===== config.mk =====
export PLATFORM = sky130hd
export DESIGN_NAME = tomasulo_icache
export DESIGN_NICKNAME = d
export VERILOG_FILES = /design/src/rtl/tomasulo_icache_pkg.sv /design/src/rtl/tomasulo_icache_array.sv /design/src/rtl/tomasulo_icache.sv
export SDC_FILE = /design/constraint.sdc
export NUM_CORES = 2
export LEC_CHECK = 0
export CORE_MARGIN = 2
export CORE_UTILIZATION = 40
export CTS_CLUSTER_DIAMETER = 50
export DETAILED_ROUTE_END_ITERATION = 10
export GPL_TIMING_DRIVEN = 0
export PLACE_DENSITY_LB_ADDON = 0.3
export SYNTH_ARGS = -nofsm -noshare
export SYNTH_HDL_FRONTEND = slang
export SYNTH_HIERARCHICAL = 1
export SYNTH_SLANG_ARGS = --single-unit

===== constraint.sdc =====
create_clock -name clk -period 29.2 [get_ports clk]
set_clock_uncertainty 0.05 [all_clocks]
set_input_delay 4.38 -clock clk [delete_from_list [all_inputs] [get_ports clk]]
set_output_delay 4.38 -clock clk [all_outputs]
set_load 0.02 [all_outputs]

===== src/rtl/tomasulo_icache_pkg.sv =====
// Shared types and line geometry for the direct-mapped instruction cache.
package tomasulo_icache_pkg;

    typedef enum logic [1:0] {
        IDLE,
        REFILL,
        RESPOND
    } icache_state_t;

    localparam int LINE_BYTES     = 16;
    localparam int WORDS_PER_LINE = 4;
    localparam int OFFSET_W       = $clog2(LINE_BYTES);

    typedef logic [127:0] line_t;

endpackage


===== src/rtl/tomasulo_icache_array.sv =====
// Valid/tag/data storage for the instruction cache: one synchronous read port,
// one write port, and a bulk valid clear.
module tomasulo_icache_array
    import tomasulo_icache_pkg::*;
#(
    parameter int LINES = 16,
    parameter int TAG_W = 24,
    localparam int IDX_W = $clog2(LINES)
) (
    input  logic             clk,
    input  logic             valid_clr,
    input  logic [IDX_W-1:0] rd_idx,
    output logic             rd_valid,
    output logic [TAG_W-1:0] rd_tag,
    output line_t            rd_line,
    input  logic             we,
    input  logic [IDX_W-1:0] wr_idx,
    input  logic [TAG_W-1:0] wr_tag,
    input  line_t            wr_line
);

    logic [LINES-1:0] valid_q;
    logic [TAG_W-1:0] tag_mem  [LINES];
    line_t            data_mem [LINES];

    always_ff @(posedge clk) begin
        if (valid_clr) begin
            valid_q <= '0;
        end else if (we) begin
            valid_q[wr_idx] <= 1'b1;
        end
    end

    always_ff @(posedge clk) begin
        if (we) begin
            tag_mem[wr_idx]  <= wr_tag;
            data_mem[wr_idx] <= wr_line;
        end
        rd_valid <= valid_q[rd_idx];
        rd_tag   <= tag_mem[rd_idx];
        rd_line  <= data_mem[rd_idx];
    end

endmodule


===== src/rtl/tomasulo_icache.sv =====
// Direct-mapped instruction cache: 128-bit fetch lines refilled over a 32-bit
// req/ack memory port. Define TOMASULO_ICACHE_STATS_EN to add hit/miss counters.
//
// state   | meaning
// IDLE    | accepting fetches; a lookup result appears the cycle after accept
// REFILL  | bursting four words from backing memory into the fill buffer
// RESPOND | one-cycle return of the refilled line (suppressed if aborted)
module tomasulo_icache
    import tomasulo_icache_pkg::*;
#(
    parameter int LINES  = 16,
    parameter int ADDR_W = 32
) (
    input  logic              clk,
    input  logic              rst,
    input  logic [ADDR_W-1:0] cpu_addr,
    input  logic              cpu_rd_en,
    input  logic              cpu_abort,
    output line_t             cpu_data,
    output logic              cpu_valid,
    output logic              cpu_busy,
    output logic [ADDR_W-1:0] mem_addr,
    output logic              mem_req,
    input  logic [31:0]       mem_data,
    input  logic              mem_ack
`ifdef TOMASULO_ICACHE_STATS_EN
    ,
    output logic [31:0]       hit_cnt,
    output logic [31:0]       miss_cnt
`endif
);

    localparam int IDX_W   = $clog2(LINES);
    localparam int LADDR_W = ADDR_W - OFFSET_W;
    localparam int TAG_W   = LADDR_W - IDX_W;

    icache_state_t      state_q;
    logic [LADDR_W-1:0] addr_q;
    logic               look_q;
    logic               drop_q;
    logic [1:0]         beat_q;
    logic [1:0]         beat_nxt;
    logic [31:0]        fill_q [WORDS_PER_LINE];
    line_t              data_q;

    logic               rd_valid;
    logic [TAG_W-1:0]   rd_tag;
    line_t              rd_line;

    logic               tag_hit;
    logic               hit_now;
    logic               miss_now;
    logic               hit_valid;
    logic               resp_valid;
    logic               accept;
    logic               beat_ack;
    logic               final_ack;
    line_t              fill_line;
    line_t              wr_line;

    wire unused_offset = ^cpu_addr[OFFSET_W-1:0];

    tomasulo_icache_array #(
        .LINES (LINES),
        .TAG_W (TAG_W)
    ) u_array (
        .clk       (clk),
        .valid_clr (~rst),
        .rd_idx    (cpu_addr[OFFSET_W +: IDX_W]),
        .rd_valid  (rd_valid),
        .rd_tag    (rd_tag),
        .rd_line   (rd_line),
        .we        (final_ack & rst),
        .wr_idx    (addr_q[IDX_W-1:0]),
        .wr_tag    (addr_q[LADDR_W-1:IDX_W]),
        .wr_line   (wr_line)
    );

    // The array read issued on accept lands one cycle later, lined up with look_q.
    always_comb begin
        tag_hit    = rd_valid && (rd_tag == addr_q[LADDR_W-1:IDX_W]);
        hit_now    = look_q && tag_hit;
        miss_now   = look_q && !tag_hit;
        hit_valid  = hit_now && !cpu_abort;
        resp_valid = (state_q == RESPOND) && !drop_q && !cpu_abort;
        accept     = (state_q == IDLE) && cpu_rd_en && !cpu_abort && !miss_now;
        beat_ack   = (state_q == REFILL) && mem_req && mem_ack;
        final_ack  = beat_ack && (beat_q == 2'd3);
        beat_nxt   = beat_q + 2'd1;
        fill_line  = {fill_q[3], fill_q[2], fill_q[1], fill_q[0]};
        wr_line    = {mem_data, fill_q[2], fill_q[1], fill_q[0]};
        cpu_valid  = hit_valid || resp_valid;
        cpu_busy   = (state_q == REFILL) || miss_now;
        if (hit_valid) begin
            cpu_data = rd_line;
        end else if (resp_valid) begin
            cpu_data = fill_line;
        end else begin
            cpu_data = data_q;
        end
    end

    always_ff @(posedge clk) begin
        if (!rst) begin
            state_q  <= IDLE;
            addr_q   <= '0;
            look_q   <= 1'b0;
            drop_q   <= 1'b0;
            beat_q   <= 2'd0;
            mem_req  <= 1'b0;
            mem_addr <= '0;
            data_q   <= '0;
        end else begin
            data_q <= cpu_data;
            look_q <= accept;
            if (accept) begin
                addr_q <= cpu_addr[ADDR_W-1:OFFSET_W];
            end
            case (state_q)
                IDLE: begin
                    if (miss_now) begin
                        state_q  <= REFILL;
                        mem_req  <= 1'b1;
                        mem_addr <= {addr_q, 2'd0, 2'b00};
                        beat_q   <= 2'd0;
                        drop_q   <= cpu_abort;
                    end
                end
                REFILL: begin
                    if (cpu_abort) begin
                        drop_q <= 1'b1;
                    end
                    if (beat_ack) begin
                        if (final_ack) begin
                            state_q <= RESPOND;
                            mem_req <= 1'b0;
                            beat_q  <= 2'd0;
                        end else begin
                            beat_q   <= beat_nxt;
                            mem_addr <= {addr_q, beat_nxt, 2'b00};
                        end
                    end
                end
                RESPOND: begin
                    state_q <= IDLE;
                    drop_q  <= 1'b0;
                end
                default: state_q <= IDLE;
            endcase
        end
    end

    always_ff @(posedge clk) begin
        if (beat_ack) begin
            fill_q[beat_q] <= mem_data;
        end
    end

`ifdef TOMASULO_ICACHE_STATS_EN
    always_ff @(posedge clk) begin
        if (!rst) begin
            hit_cnt  <= '0;
            miss_cnt <= '0;
        end else begin
            if (hit_now && !cpu_abort) begin
                hit_cnt <= hit_cnt + 32'd1;
            end
            if (miss_now && !cpu_abort) begin
                miss_cnt <= miss_cnt + 32'd1;
            end
        end
    end
`endif

endmodule


==> impl_metrics.yaml <==
run_status:
  status: "finished with violations"
  violations: "max-capacitance violations, max-slew violations"
worst_setup_path:
  cpMaxStageDelayCell: "clkbuf_1"
  cp_common_cell: "clkdlybuf4s50_1"
  crit_fanout: 10
  path_class: "in -> out"
  arrival_ns: 8.63
  worstSetupEndpointType: "output pin"
  cpPeakStageDelay_ns: 0.86
  crit_chain: "clkdlybuf4s50_1, nor3b_2, buf_2, clkbuf_1, mux2i_1, nand2_1, o21a_1, clkdlybuf4s50_1"
  crit_required_ns: 24.77
  cp-start-kind: "input port"
sta:
  fmax_ghz: 0.0765
  finalCritPeriodShare_pct: 44.7
  drv_slew: 11
  holdWs_ns: 0.412
  final-setup-viol-count: 0
  rsz0062_at_grt: "no"
  final_hold_viol_count: 0
  tightest_slew_ns: 1.55
  layout_min_cycle_time_ns: 13.06
  max-slew-margin-rel_pct: -3.10
floorplanning:
  core_sq_um: 270000
  die-width_um: 524
  design.die.area_sq_um: 275000
  num_rows: 191
  io_pins: 232
  initial_utilization_pct: 40.1
  fp.dieH_um: 524
clock_tree:
  cts_inserted_buffers: 313
  cts_sinks: 2922
  post-cts-setup-buffers: 0
  cts_hold_buf: 0
  cts_resized: 0
  root_buffer: "clkbuf_16"
  worstSkewPairLatency_ns: 0.95
  clkSlewWorstSetupHoldPaths_ns: 0.06
  cts_tree: "yes"
  cts_max_level: 5
  clk_path_buf_depth: 4
synth:
  synth-edff-count: 2560
  synth-seq-cells: 2922
  async_flop_share_pct: 0
  synth_cell_types: 49
  synth_fa_ha_area_share_pct: 0.0924
  synth_top_family_by_area: "multiplexers"
  synthCells: 5135
  synth_xor_area_share_pct: 0.194
  synth_compound_area_share_pct: 4.37
  synth-warning-count: 6
  syn_area_per_cell_sq_um: 21.1
  seq_area_frac_synth_pct: 77.6
  syn_area_sq_um: 108000
  synthFlopType: "edfxtp_1"
  synth-simple-area-share_pct: 1.75
  synth_mux_area_share_pct: 14.4
routing:
  viasPerCell: 5.78
  dr_wl_met3_um: 25800
  top_layer_used: "met5"
  first_pass_iters: 6
  routedLengthMet1_um: 124000
  drc: 0
  drt_iter0_markers: 6833
  wire_per_inst_um: 31.6
  drtAntennaViolNets: 0
  vias: 56107
  wl_met2_um: 147000
  routed_wl_um: 307000
global_route:
  grt_pass1_vias: 56015
  grt_pass1_wl_um: 425000
  grt.overflow.total: 0
  antenna_found_initial: 33
  grt_start_max_net_pins: 29
  groute.usage.overall_pct: 21.9
finish:
  drive_gt1_share_pct: 23.9
  fin_nets: 5942
  layout.cells.non_filler: 9701
  nFillCells: 22102
  final_cell_area_sq_um: 128000
  area_growth_pct: 18.2
  fin_util_pct: 47.4
placement:
  hpwl_um: 202000
  dp.cells: 9120
  placed_area_sq_um: 118000
  io_buffers: 224
  gp_congestion: 0.767
power:
  powerDensity_nw_per_um2: 69.5
  p_leak_nw: 42.7
  finalPower_mw: 8.90
  vdd_drop_max_mv: 0.0540
flow_run:
  drv_cap: 2
worst_hold_path:
  worstHoldPathType: "reg -> reg"
==> report_power, final <==
| group | leakage (nW) | total, mW | switching (mW) | internal, mW |
|---|---|---|---|---|
| Clock | 4.74 | 3.79 | 1.58 | 2.21 |
| Sequential | 26.1 | 4.61 | 0.0486 | 4.56 |
| Combinational | 11.9 | 0.498 | 0.302 | 0.197 |
| Total | 42.7 | 8.90 | 1.93 | 6.97 |
==> synthesized netlist by cell type, drive strengths merged (2+ instances only) <==
cell,n,share of area (%)
a21o,2,0.014
a21oi,16,0.077
a221o,5,0.046
a22oi,256,1.8
a31oi,4,0.023
and2,7,0.040
and3,2,0.012
and3b,2,0.016
buf,193,1.1
clkbuf,107,0.37
dfxtp,362,6.7
edfxtp,2560,71
ha,8,0.092
inv,7,0.024
mux2,10,0.10
mux2i,197,1.8
mux4,602,13
nand2,351,1.2
nand2b,6,0.035
nand3,4,0.018
nand3b,2,0.014
nand4,5,0.029
nor2,63,0.22
nor2b,6,0.035
nor3,5,0.023
nor3b,3,0.030
nor4,2,0.025
o211a,128,1.2
o21a,129,0.89
o21ai,5,0.023
o22ai,50,0.29
o32ai,2,0.016
xnor2,24,0.19
==> final cells by class <==
cell class	instances	area (sq um)	area share, %
Clock buffer	427	8680	6.78
Antenna cell	29	72.6	0.0567
Clock inverter	125	1050	0.823
Timing Repair Buffer	414	5300	4.14
Sequential cell	2922	84100	65.7
Inverter	7	26.3	0.0205
Tap cell	3570	4470	3.49
Multi-Input combinational cell	1907	22700	17.7
Buffer	300	1630	1.27
==> metal layers <==
metal	global-route usage, %	vias up
met4	7.74	2
met3	4.00	517
met5	0	-
met1	29.9	30134
met2	35.4	2729
li1	-	22725
==> worst max-delay path: cells and delay by family <==
| kind | cells | cell delay, ns |
|---|---|---|
| buf+inv | 4 | 2.93 |
| simple gates | 2 | 0.72 |
| compound gates | 1 | 0.36 |
| mux | 1 | 0.19 |
==> final timing paths <==
check	from	to	slack [ns]	cells after the start
max	cpu_abort	cpu_data[33]	16.14	8
min	mem_addr[29]	mem_addr[29]	0.41	2
max reg2reg	state_q[1]	u_array/data_mem[0][68]	24.70	13
min reg2reg	mem_addr[29]	mem_addr[29]	0.41	2
==> flip-flops by register name, indices dropped and copies added, names as in the netlist, 2 cells and up <==
| signal | flops |
|---|---|
| u_array/rd_line | 128 |
| u_array/data_mem | 2048 |
| data_q | 128 |
| u_array/tag_mem | 384 |
| fill_q | 128 |
| u_array/valid_q | 16 |
| beat_q | 2 |
| addr_q | 28 |
| state_q | 2 |
| mem_addr | 30 |
| u_array/rd_tag | 24 |
==> placed cells by master, fill, tap and decap left out, types with 8 or more instances in the layout <==
| cell | count |
|---|---|
| nand2_1 | 351 |
| clkdlybuf4s50_1 | 202 |
| o22ai_1 | 50 |
| buf_6 | 103 |
| xnor2_1 | 24 |
| o211a_1 | 128 |
| a22oi_1 | 256 |
| bufinv_16 | 15 |
| nor2_4 | 13 |
| edfxtp_1 | 2560 |
| buf_12 | 90 |
| mux4_2 | 602 |
| inv_6 | 8 |
| a21oi_1 | 15 |
| nor2_1 | 50 |
| buf_16 | 14 |
| buf_2 | 148 |
| buf_1 | 13 |
| clkbuf_1 | 187 |
| dfxtp_1 | 362 |
| diode_2 | 29 |
| mux2_2 | 10 |
| clkbuf_16 | 324 |
| mux2i_1 | 197 |
| o21a_1 | 129 |
| clkinvlp_4 | 11 |
| clkinv_1 | 45 |
| clkinv_2 | 39 |
| buf_4 | 25 |
| ha_1 | 8 |
| clkbuf_8 | 19 |
| buf_8 | 12 |
==> per-stage QoR <==
| step | setup slack [ns] | setup TNS [ns] |
|---|---|---|
| finish | 16.14 | 0 |
| global route | 16.13 | 0 |
| CTS | 16.24 | 0 |
| detailed placement | 16.25 | 0 |
| global placement | -2.54 | -1253.60 |
| floorplan | 12.28 | 0 |
==> logic make-up after synthesis <==
family,Yosys count
flip-flops,2922
multiplexers,809
AO/OA/AOI/OAI,601
AND/OR/NAND/NOR,463
buffers and inverters,307
XOR/XNOR,24
adder cells (fa/ha/maj),8
other,1
No activity file was read; power rests on OpenSTA's default activity.
